## src/rtl/mem_port_arbiter.sv

```systemverilog
// mem_port_arbiter: shares one single-port memory between CPU and IO.
// Fixed CPU priority, with a starvation limit that forces an IO grant.
module mem_port_arbiter #(
    parameter int ADDR_W      = 16,
    parameter int DATA_W      = 16,
    parameter int MEM_SIZE    = 200,
    parameter int MAX_CPU_RUN = 4
) (
    input  logic              CLK,
    input  logic              RST,
    input  logic              CPU_REQ,
    input  logic              CPU_WE,
    input  logic [ADDR_W-1:0] CPU_ADDR,
    input  logic [DATA_W-1:0] CPU_WDATA,
    output logic              CPU_ACK,
    output logic [DATA_W-1:0] CPU_RDATA,
    output logic              CPU_ERR,
    input  logic              IO_REQ,
    input  logic              IO_WE,
    input  logic [ADDR_W-1:0] IO_ADDR,
    input  logic [DATA_W-1:0] IO_WDATA,
    output logic              IO_ACK,
    output logic [DATA_W-1:0] IO_RDATA,
    output logic              IO_ERR,
    output logic [ADDR_W-1:0] MEM_ADDR,
    output logic [DATA_W-1:0] MEM_WDATA,
    output logic              MEM_WE,
    input  logic [DATA_W-1:0] MEM_RDATA,
    output logic              BUSY
);

    typedef enum logic [2:0] {
        S_IDLE,
        S_SERVE_CPU,
        S_SERVE_IO,
        S_ACK_CPU,
        S_ACK_IO
    } state_t;

    localparam logic [ADDR_W:0] LIMIT   = (ADDR_W+1)'(MEM_SIZE);
    localparam logic [3:0]      MAX_RUN = 4'(MAX_CPU_RUN);

    state_t              state_q, state_d;
    logic [3:0]          starve_q, starve_d;
    logic [ADDR_W-1:0]   mem_addr_q, mem_addr_d;
    logic [DATA_W-1:0]   mem_wdata_q, mem_wdata_d;
    logic                mem_we_q, mem_we_d;
    logic                we_q, we_d;
    logic                oor_q, oor_d;
    logic                cpu_ack_q, cpu_ack_d;
    logic                cpu_err_q, cpu_err_d;
    logic [DATA_W-1:0]   cpu_rdata_q, cpu_rdata_d;
    logic                io_ack_q, io_ack_d;
    logic                io_err_q, io_err_d;
    logic [DATA_W-1:0]   io_rdata_q, io_rdata_d;

    logic                cpu_win;
    logic                io_win;
    logic                cpu_inr;
    logic                io_inr;

    assign cpu_inr = ({1'b0, CPU_ADDR} < LIMIT);
    assign io_inr  = ({1'b0, IO_ADDR} < LIMIT);

    // CPU loses a contested slot only once it has used up its run
    assign cpu_win = CPU_REQ && !(IO_REQ && starve_q == MAX_RUN);
    assign io_win  = IO_REQ && !cpu_win;

    always_comb begin
        state_d     = state_q;
        starve_d    = starve_q;
        mem_addr_d  = mem_addr_q;
        mem_wdata_d = mem_wdata_q;
        mem_we_d    = mem_we_q;
        we_d        = we_q;
        oor_d       = oor_q;
        cpu_ack_d   = cpu_ack_q;
        cpu_err_d   = cpu_err_q;
        cpu_rdata_d = cpu_rdata_q;
        io_ack_d    = io_ack_q;
        io_err_d    = io_err_q;
        io_rdata_d  = io_rdata_q;

        unique case (state_q)
            S_IDLE: begin
                if (!IO_REQ) begin
                    starve_d = 4'd0;
                end
                unique case (1'b1)
                    cpu_win: begin
                        state_d     = S_SERVE_CPU;
                        mem_addr_d  = CPU_ADDR;
                        mem_wdata_d = CPU_WDATA;
                        mem_we_d    = CPU_WE && cpu_inr;
                        we_d        = CPU_WE;
                        oor_d       = !cpu_inr;
                        if (IO_REQ && starve_q != MAX_RUN) begin
                            starve_d = starve_q + 4'd1;
                        end
                    end
                    io_win: begin
                        state_d     = S_SERVE_IO;
                        mem_addr_d  = IO_ADDR;
                        mem_wdata_d = IO_WDATA;
                        mem_we_d    = IO_WE && io_inr;
                        we_d        = IO_WE;
                        oor_d       = !io_inr;
                        starve_d    = 4'd0;
                    end
                    default: ;
                endcase
            end
            S_SERVE_CPU: begin
                state_d   = S_ACK_CPU;
                mem_we_d  = 1'b0;
                cpu_ack_d = 1'b1;
                cpu_err_d = oor_q;
                if (!we_q) begin
                    cpu_rdata_d = oor_q ? '0 : MEM_RDATA;
                end
            end
            S_SERVE_IO: begin
                state_d  = S_ACK_IO;
                mem_we_d = 1'b0;
                io_ack_d = 1'b1;
                io_err_d = oor_q;
                if (!we_q) begin
                    io_rdata_d = oor_q ? '0 : MEM_RDATA;
                end
            end
            S_ACK_CPU: begin
                state_d   = S_IDLE;
                cpu_ack_d = 1'b0;
                cpu_err_d = 1'b0;
            end
            S_ACK_IO: begin
                state_d  = S_IDLE;
                io_ack_d = 1'b0;
                io_err_d = 1'b0;
            end
            default: begin
                state_d = S_IDLE;
            end
        endcase
    end

    always_ff @(posedge CLK) begin
        if (RST) begin
            state_q     <= S_IDLE;
            starve_q    <= 4'd0;
            mem_addr_q  <= '0;
            mem_wdata_q <= '0;
            mem_we_q    <= 1'b0;
            we_q        <= 1'b0;
            oor_q       <= 1'b0;
            cpu_ack_q   <= 1'b0;
            cpu_err_q   <= 1'b0;
            cpu_rdata_q <= '0;
            io_ack_q    <= 1'b0;
            io_err_q    <= 1'b0;
            io_rdata_q  <= '0;
        end else begin
            state_q     <= state_d;
            starve_q    <= starve_d;
            mem_addr_q  <= mem_addr_d;
            mem_wdata_q <= mem_wdata_d;
            mem_we_q    <= mem_we_d;
            we_q        <= we_d;
            oor_q       <= oor_d;
            cpu_ack_q   <= cpu_ack_d;
            cpu_err_q   <= cpu_err_d;
            cpu_rdata_q <= cpu_rdata_d;
            io_ack_q    <= io_ack_d;
            io_err_q    <= io_err_d;
            io_rdata_q  <= io_rdata_d;
        end
    end

    assign CPU_ACK   = cpu_ack_q;
    assign CPU_ERR   = cpu_err_q;
    assign CPU_RDATA = cpu_rdata_q;
    assign IO_ACK    = io_ack_q;
    assign IO_ERR    = io_err_q;
    assign IO_RDATA  = io_rdata_q;
    assign MEM_ADDR  = mem_addr_q;
    assign MEM_WDATA = mem_wdata_q;
    assign MEM_WE    = mem_we_q;
    assign BUSY      = (state_q != S_IDLE);

endmodule

```

## config.mk

```make
export PLATFORM = sky130hd
export DESIGN_NAME = mem_port_arbiter
export DESIGN_NICKNAME = d
export VERILOG_FILES = /design/src/rtl/mem_port_arbiter.sv
export SDC_FILE = /design/constraint.sdc
export NUM_CORES = 1
export LEC_CHECK = 0
export ABC_AREA = 1
export CAP_MARGIN = 20
export CORE_MARGIN = 2
export CORE_UTILIZATION = 45
export DETAILED_ROUTE_END_ITERATION = 7
export PLACE_DENSITY = 0.88
export SLEW_MARGIN = 10
export SYNTH_ARGS = -nofsm -noshare
export SYNTH_HDL_FRONTEND = slang
export SYNTH_SLANG_ARGS = --single-unit
```

## constraint.sdc

```tcl
create_clock -name CLK -period 3.1 [get_ports CLK]
set_input_delay 0.31 -clock CLK [delete_from_list [all_inputs] [get_ports CLK]]
set_output_delay 0.31 -clock CLK [all_outputs]
set_load 0.01 [all_outputs]
```

==> results.md <==
- Synth Flop Type: dfxtp_1
- Routed WL per cell: 13.7 um
- IO buf count: 155
- Max-Cap Viols: 0
- Synth Cell Area: 3450 um2
- CTS clk-pin slew, worst paths: 80 ps
- Sequential area share after synthesis: 45.3%
- Root Buffer: clkbuf_8
- Post-synth EDFFs: 0
- Die height: 91.6 um
- # IOs: 156
- Syn avg cell area: 7.16 um2
- Worst slew pin tran: 651 ps
- Final Hold Vio Count: 0
- Largest family of logic cells by synthesized area: simple AND/OR/NAND/NOR gates
- N_diodes: 0
- Remaining antenna violation count: 0
- Maximum clock rate: 503 MHz
- Crit path time final: 1990 ps
- Post-Route WL: 10,000 um
- Vias in the first global route: 3,500
- Final TNS setup: 0 ps
- Drt first pass iters: 5
- Filler Cell Count: 602
- Initial antenna violation count: 0
- Slew headroom: 56.6%
- Fin. max-slew vios: 0
- Die X: 91.6 um
- Worst-path maximum fanout: 6
- RSZ-0062 raised after global routing: no
- Asr flop ratio synth: 0%
- Worst VDD drop: 0.000266 V
- Row cnt: 31
- Design Power: 0.00278 W
- Starting DRT DRC Count: 169
- Clock H-tree levels: 3
- Routed vias: 3,700
- Reg2reg setup slack: 1190 ps
- Die area: 8380 um2
- Crit path DAT: 1680 ps
- # Post-CTS Setup Buffers: 0
- Syn_nets: 570
- Hold_buf cts: 0
- Core Area: 7330 um2
- Setup CP Type: flip-flop to output pin
- First-pass GRT wire length: 16,300 um
- PwrDens: 528 nW/um2
- Largest net degree at the start of global routing: 70
- Cells after Synth: 482
- Status: finished clean
- Crit start category: flip-flop
- Hold WC Path Type: flip-flop to flip-flop
- Compound-gate portion of the synthesized area: 16.3%
- Final nets: 717
- Final setup skew: 17.5 ps
- Vias per std cell: 5.05
- Starting Density: 47.1%
- Setup violations, final: 0
- Area Growth Syn to Fin: 52.7%
- Synth warn: 0
- P_leak: 2.33 nW
- DRC Markers: 0
- Number of synthesized register bits: 78
- Total CTS buffers: 9
- Mux contribution to synthesized area: 0%
- Adder-Cell Fraction of Synth Area: 0.725%
- # resized after CTS: 0
- Post-synthesis xor/xnor area fraction: 0.254%
- Max Buffers Root-to-Sink: 2
- Final period utilization: 64.1%
- Post-DP HPWL: 7280 um
- Capturing element type of the critical path: output pin
- Final global-route overflow total: 0
- Total GRT Usage: 24.1%
- GPL Wtd Cong: 0.873
- Clock latency on the worst-skew pair: 350 ps
- Simple-Gate Fraction of Synth Area: 26.6%
- Clock Sinks: 78
- CTS tree: yes
- Layout cell share with drive strength beyond 1: 5.36%
- CP required: 2790 ps
- Netlist cell types: 26
[placed cells by master (no fill, tap or decap)]
cell type,count
nor2_2,1
buf_4,6
nor2_4,2
xor2_1,1
nor4_1,1
dfxtp_1,78
a211oi_1,6
inv_1,59
a21oi_4,1
bufinv_16,2
nor3_1,1
a21oi_1,17
nor2_1,62
clkinvlp_4,2
inv_8,1
ha_1,2
inv_6,2
o21ai_2,1
a21oi_2,1
clkdlybuf4s50_1,155
clkinv_1,1
o31ai_1,1
nand2_1,109
inv_2,5
nand2_2,1
nand3_1,46
o21ai_0,27
o211ai_1,34
clkbuf_8,9
[final timing paths]
| kind | startpoint | end | cells past startpoint |
|---|---|---|---|
| worst max-delay path | state_q[2] | BUSY | 5 |
| worst min register to register | IO_RDATA[6] | IO_RDATA[6] | 2 |
| worst min-delay path | IO_RDATA[6] | IO_RDATA[6] | 2 |
| worst max register to register | state_q[2] | MEM_WDATA[6] | 9 |
[final cells by class]
class,count,area (um2),share of cell area [%]
sequential,78,1560,29.6
timing repair buffer,161,1600,30.3
clock buffer,9,124,2.35
clock inverter,7,104,1.97
tap,99,124,2.35
multi-input combinational,314,1510,28.7
inverter,65,244,4.63
[metal layers]
layer	track usage [%]	wire length [um]	vias to the layer above	share of wire (%)
li1	-	-	1851	-
met1	28.4	3990	1676	40
met2	41.1	5080	146	51
met3	5.81	610	27	6.1
met4	11.5	367	0	3.7
met5	0	0	-	0
[logic make-up after synthesis]
group / after synthesis
and+or+nand+nor: 223
buffers and inverters: 90
AOI/OAI and AO/OA: 88
DFF: 78
adders and majority gates: 2
xor gates and xnor gates: 1
[cells in the mapped netlist (2+ instances only)]
master | n | area (um2)
clkbuf_1 | 9 | 33.8
nor2_4 | 2 | 22.5
a21oi_1 | 17 | 85.1
dfxtp_1 | 78 | 1560
nor2_1 | 62 | 233
inv_2 | 5 | 18.8
a211oi_1 | 6 | 45.0
nand2_1 | 109 | 409
nand3_1 | 46 | 230
inv_1 | 59 | 221
o21ai_0 | 27 | 135
buf_2 | 11 | 55.1
buf_4 | 4 | 30.0
o211ai_1 | 34 | 255
ha_1 | 2 | 25.0
[registers in the layout (all words and copies together), names as in the netlist, 3 cells and up]
signal,flops
CPU_RDATA,16
IO_RDATA,16
MEM_ADDR,16
MEM_WDATA,16
starve_q,4
state_q,3
[report_power, final]
group / leakage (nW) / switching [W] / internal, W
sequential: 0.642 / 0.0000766 / 0.00112
clock: 0.108 / 0.000392 / 0.000464
combinational: 1.58 / 0.000350 / 0.000380
[metrics by stage]
step           util [%]  worst slack (ps)  instances  hold slack, ps  area (um2)
2_1_floorplan         -              1630        482             388        3450
5_1_grt            71.9              1020        733             493        5270
4_1_cts            71.9              1120        733             470        5270
3_3_place_gp       68.7              1020        717             448        5040
3_5_place_dp       68.7               932        717             458        5040
6_report           71.9              1110        733             468        5270
[critical path: stages (launching register included)]
cell and delay [ps]:
dfxtp_1 390, inv_2 60, nand2_2 130, nor2_4 70
inv_2 130, clkdlybuf4s50_1 550
Note: power is estimated with default switching activity, not from simulation.
